File: src/rtl/riscv_pkg.sv
// rtl/riscv_pkg.sv - shared branch funct3 codes and BHT counter encodings
package riscv_pkg;

  localparam logic [2:0] F3_BEQ  = 3'd0;
  localparam logic [2:0] F3_BNE  = 3'd1;
  localparam logic [2:0] F3_BLT  = 3'd4;
  localparam logic [2:0] F3_BGE  = 3'd5;
  localparam logic [2:0] F3_BLTU = 3'd6;
  localparam logic [2:0] F3_BGEU = 3'd7;

  typedef enum logic [1:0] {
    SNT = 2'd0,
    WNT = 2'd1,
    WT  = 2'd2,
    ST  = 2'd3
  } bht_ctr_t;

  localparam bht_ctr_t BHT_RESET = WNT;

endpackage

File: src/rtl/branch_cmp.sv
// rtl/branch_cmp.sv - combinational branch compare flags and funct3 decode
module branch_cmp
  import riscv_pkg::*;
#(
  parameter int XLEN = 32
) (
  input  logic [2:0]      f3,
  input  logic [XLEN-1:0] a,
  input  logic [XLEN-1:0] b,
  output logic            cond,
  output logic            illegal
);

  logic [XLEN:0]   sum;
  logic [XLEN-1:0] diff;
  logic            cf, zf, sf, vf;

  // a - b as a + ~b + 1; cf set means no borrow (a >= b unsigned)
  assign sum  = {1'b0, a} + {1'b0, ~b} + {{XLEN{1'b0}}, 1'b1};
  assign cf   = sum[XLEN];
  assign diff = sum[XLEN-1:0];
  assign zf   = (diff == '0);
  assign sf   = diff[XLEN-1];
  assign vf   = a[XLEN-1] ^ ~b[XLEN-1] ^ diff[XLEN-1] ^ cf;

  always_comb begin
    cond    = 1'b0;
    illegal = 1'b0;
    case (f3)
      F3_BEQ:  cond = zf;
      F3_BNE:  cond = !zf;
      F3_BLT:  cond = (sf != vf);
      F3_BGE:  cond = (sf == vf);
      F3_BLTU: cond = !cf;
      F3_BGEU: cond = cf;
      default: illegal = 1'b1;
    endcase
  end

endmodule

File: src/rtl/branch_resolve_unit.sv
// rtl/branch_resolve_unit.sv - EX branch resolution with bimodal BHT prediction in IF
module branch_resolve_unit
  import riscv_pkg::*;
#(
  parameter int XLEN  = 32,
  parameter int DEPTH = 64,
  parameter int CNT_W = 16
) (
  input  logic             clk,
  input  logic             rst,
  input  logic [XLEN-1:0]  if_pc,
  output logic             if_pred_taken,
  input  logic             ex_valid,
  input  logic             ex_kill,
  input  logic [2:0]       ex_f3,
  input  logic [XLEN-1:0]  ex_a,
  input  logic [XLEN-1:0]  ex_b,
  input  logic [XLEN-1:0]  ex_pc,
  input  logic [XLEN-1:0]  ex_imm,
  input  logic             ex_pred_taken,
  output logic             res_valid,
  output logic             res_taken,
  output logic             res_mispredict,
  output logic             res_illegal,
  output logic [XLEN-1:0]  res_target,
  output logic [CNT_W-1:0] mispredict_count
);

  localparam int IDX_W = $clog2(DEPTH);

  logic [1:0]       bht [DEPTH];
  logic [IDX_W-1:0] if_idx, ex_idx;
  logic [1:0]       ctr, ctr_next;
  logic             cond, illegal, acc, mis;
  logic             unused_if_pc;

  assign unused_if_pc  = ^if_pc;
  assign if_idx        = if_pc[IDX_W+1:2];
  assign ex_idx        = ex_pc[IDX_W+1:2];
  assign if_pred_taken = bht[if_idx][1];

  branch_cmp #(.XLEN(XLEN)) u_cmp (
    .f3      (ex_f3),
    .a       (ex_a),
    .b       (ex_b),
    .cond    (cond),
    .illegal (illegal)
  );

  assign acc = ex_valid & ~ex_kill;
  assign mis = (cond != ex_pred_taken) & ~illegal;

  always_comb begin
    ctr      = bht[ex_idx];
    ctr_next = ctr;
    if (cond) begin
      if (ctr != ST) ctr_next = ctr + 2'd1;
    end else begin
      if (ctr != SNT) ctr_next = ctr - 2'd1;
    end
  end

  always_ff @(posedge clk or posedge rst) begin
    if (rst) begin
      for (int i = 0; i < DEPTH; i++) bht[i] <= BHT_RESET;
    end else if (acc && !illegal) begin
      bht[ex_idx] <= ctr_next;
    end
  end

  // res_target holds across idle cycles so a late consumer still sees the last redirect
  always_ff @(posedge clk or posedge rst) begin
    if (rst) begin
      res_valid        <= 1'b0;
      res_taken        <= 1'b0;
      res_mispredict   <= 1'b0;
      res_illegal      <= 1'b0;
      res_target       <= '0;
      mispredict_count <= '0;
    end else begin
      res_valid      <= acc;
      res_taken      <= acc & cond;
      res_mispredict <= acc & mis;
      res_illegal    <= acc & illegal;
      if (acc) res_target <= cond ? ex_pc + ex_imm : ex_pc + XLEN'(4);
      if (acc && mis && mispredict_count != '1)
        mispredict_count <= mispredict_count + 1'b1;
    end
  end

endmodule

File: config.mk
export PLATFORM = sky130hd
export DESIGN_NAME = branch_resolve_unit
export DESIGN_NICKNAME = d
export VERILOG_FILES = /design/src/rtl/riscv_pkg.sv /design/src/rtl/branch_cmp.sv /design/src/rtl/branch_resolve_unit.sv
export SDC_FILE = /design/constraint.sdc
export NUM_CORES = 1
export LEC_CHECK = 0
export CAP_MARGIN = 10
export CORE_MARGIN = 2
export CORE_UTILIZATION = 55
export DETAILED_ROUTE_END_ITERATION = 8
export PLACE_DENSITY = 0.82
export SLEW_MARGIN = 20
export SYNTH_ARGS = -nofsm -noshare
export SYNTH_HDL_FRONTEND = slang
export SYNTH_SLANG_ARGS = --single-unit
export TNS_END_PERCENT = 30
File: constraint.sdc
create_clock -name clk -period 7 [get_ports clk]
set_clock_uncertainty 0.1 [all_clocks]
set_input_delay 0.7 -clock clk [delete_from_list [all_inputs] [get_ports clk]]
set_output_delay 0.7 -clock clk [all_outputs]
set_load 0.02 [all_outputs]
==> metrics.txt <==
cts repair resizes 0; endpoints failing hold 0; Slew @ Worst Pin 1.03 ns; H-tree depth 4; CTS clk-pin slew, worst paths 0.07 ns; worst-path fanout max 40; Clock Root Buffer clkbuf_16; WL final 38800 µm; slowest stage delay, CP 0.59 ns; Final Max Tran Viols 0; antenna violations before repair 1; Syn. warnings 0; Post-CTS Setup Repair Bufs 0; Syn Area/Cell 9.53 µm²; CTS tree built; die width 160 µm; worst hold-check path type register to register; gr usage total 30.3%; Routability Congestion 0.931; most frequent cell after synthesis mux2_2; # DRC 0; post-layout util 68.2%; Starting Density 56.5%; Final min period 5.39 ns; Design Area, Final 16100 µm²; met3 WL post-DR 3380 µm; final setup vio count 0; Yosys top cell by area dfrtp_1; number of hold buffers added after CTS 0; later-pin clock latency in the skew report 0.45 ns; Yosys cell types 80; post-synthesis sequential area ratio 34.4%; Die H 160 µm; Avg WL per Cell 20.5 µm; Area Growth Syn to Fin 20.8%; via count 12140; dominant synthesized flop cell dfrtp_1; static leakage 6.77 nW; I/O Pins 221; gr ovfl total 0; total clock sinks 180; First-pass DRT Iterations 6; max_cap viols 0; DR iter-0 viols 1098; unrepaired setup endpoints after global routing no; Post-synth EDFFs 0; CP Launch Type input pin; setup tns final 0 ns; largest net degree at the start of global routing 100; Worst Path Required 7.23 ns; Post-Syn Instances 1399; FFs w/ async S/R, synth 100%; core area 23600 µm²; post-synth top area share 21.8%; Clock Tree Buf Depth 2; Setup crit end kind register; crit path cell chain clkdlybuf4s50_1 > inv_1 > ha_1 > fa_1 > nand2b_1 > a211oi_1 > o21ai_1 > nor3b_1 > nor4_1 > nand4_1 > nor4_1 > nand4_1 > mux2i_2 > nand2_4 > maj3_2 > buf_12 > mux2_2; top area cells in the synthesized netlist dfrtp_1 (22%), dfstp_2 (13%), mux2_2 (11%), ha_1 (6.1%), xnor2_1 (4.0%); FILL cells 1804; area of the die 25500 µm²; hold_ws 0.380 ns; Worst VDD drop 0.214 mV; routed length on met2 18000 µm; via/cell ratio 6.40; Slew HR 31.0%; Synth top cells by count mux2_2 (133), nand2_1 (130), dfrtp_1 (116); Max stage delay cell, worst path maj3_2; WP data arrival 5.62 ns; PD cells 190 nW/µm²; post-detail-place hpwl 28200 µm; Port Buffers 194; top layer in use met4; status complete, no violations; num rows 56; FMAX 185 MHz; Period Utilization, post-route 77.0%; layout net count 1799; #FFs+latches synth 180; first-pass GRT wire length 62700 µm; Metal-1 WL 16100 µm; Detail Route Antenna Nets 0; CP Class input pin to register; Placed Area 15500 µm²; Syn Nets 1634; vias in the first global route 11934; Mapped Area 13300 µm²; share of post-route cells with drive strength above 1 18.8%; TritonCTS Buffers 17
cells by family (layout without fill, tap and decap cells):
group	count (synthesis)	after routing	synth area share, %
AO/OA/AOI/OAI	359	359	18.2
multiplexers	175	175	16.4
other	0	1	0
XOR/XNOR	78	78	5.12
adder cells (fa/ha/maj)	69	69	6.57
buffers and inverters	126	304	4.28
flip-flops	180	180	34.4
AND/OR/NAND/NOR	412	412	15.1
flip-flops by register name, indices dropped and copies added, names as in the netlist:
signal and flops:
bht 128, mispredict_count 16, res_illegal 1, res_mispredict 1, res_taken 1, res_target 32, res_valid 1
cell type report:
type | instances | area [µm²] | share of cell area [%]
Multi-Input combinational cell | 1093 | 8220 | 51.0
Clock inverter | 13 | 140 | 0.870
Antenna cell | 1 | 2.50 | 0.0155
Clock buffer | 19 | 433 | 2.69
Tap cell | 319 | 399 | 2.48
Timing Repair Buffer | 211 | 2090 | 13.0
Inverter | 61 | 234 | 1.45
Sequential cell | 180 | 4580 | 28.5
power breakdown:
group	internal (W)	switching, W	total [W]
registers	0.00114	0.0000536	0.00119
clock network	0.000502	0.000448	0.000950
logic	0.000405	0.000508	0.000914
layer usage:
metal | up-vias | global-route usage, %
met5 | - | 0
met4 | 0 | 11.9
met3 | 97 | 5.35
met2 | 625 | 48.5
met1 | 5875 | 41.2
li1 | 5543 | -
worst max-delay path: cells and delay by family:
family | cells | cell delay, ns
AND/OR/NAND/NOR | 7 | 1.78
multiplexers | 2 | 0.60
AO/OA/AOI/OAI | 2 | 0.52
buffers and inverters | 3 | 0.77
adder cells (fa/ha/maj) | 3 | 1.21
layout by cell type (no fill, tap or decap), drive strengths merged, types with 5 or more instances in the layout:
cell,n
or2,5
mux4,21
nor2,91
nand2,131
dfrtp,116
nor2b,13
nor3,34
mux2,133
nand3,33
a221oi,10
ha,65
a22o,9
and3,15
o211ai,11
nand2b,9
and2,12
o31a,7
nand4,32
a22oi,55
o21a,9
a31oi,11
a211oi,10
clkdlybuf4s50,193
inv,68
a211o,5
or4,7
clkbuf,19
nor3b,9
buf,18
nor4,5
xor2,17
dfstp,64
o21bai,8
xnor2,61
o21ai,69
a21oi,88
a21o,22
mux2i,21
through the flow:
stage               std cells  setup slack [ns]  total power (W)
floorplan                1399              1.42          0.00176
global placement         1864              1.27          0.00209
detailed placement       1864              1.23          0.00210
CTS                      1896              1.66          0.00305
global route             1897              1.36          0.00318
finish                   1897              1.61          0.00305
worst paths after layout:
path / startpoint / cells after the start / slack [ns] / end
worst min-delay path: res_target[21] / 2 / 0.38 / res_target[21]
worst max-delay path: ex_a[0] / 17 / 1.61 / bht[65]
min in group asynchronous: rst / 2 / 0.80 / bht[101]
worst max register to register: bht[28] / 9 / 3.92 / bht[65]
worst min register to register: res_target[21] / 2 / 0.38 / res_target[21]
max in group asynchronous: rst / 3 / 4.74 / bht[11]
Power figures use the tool's default switching activity.
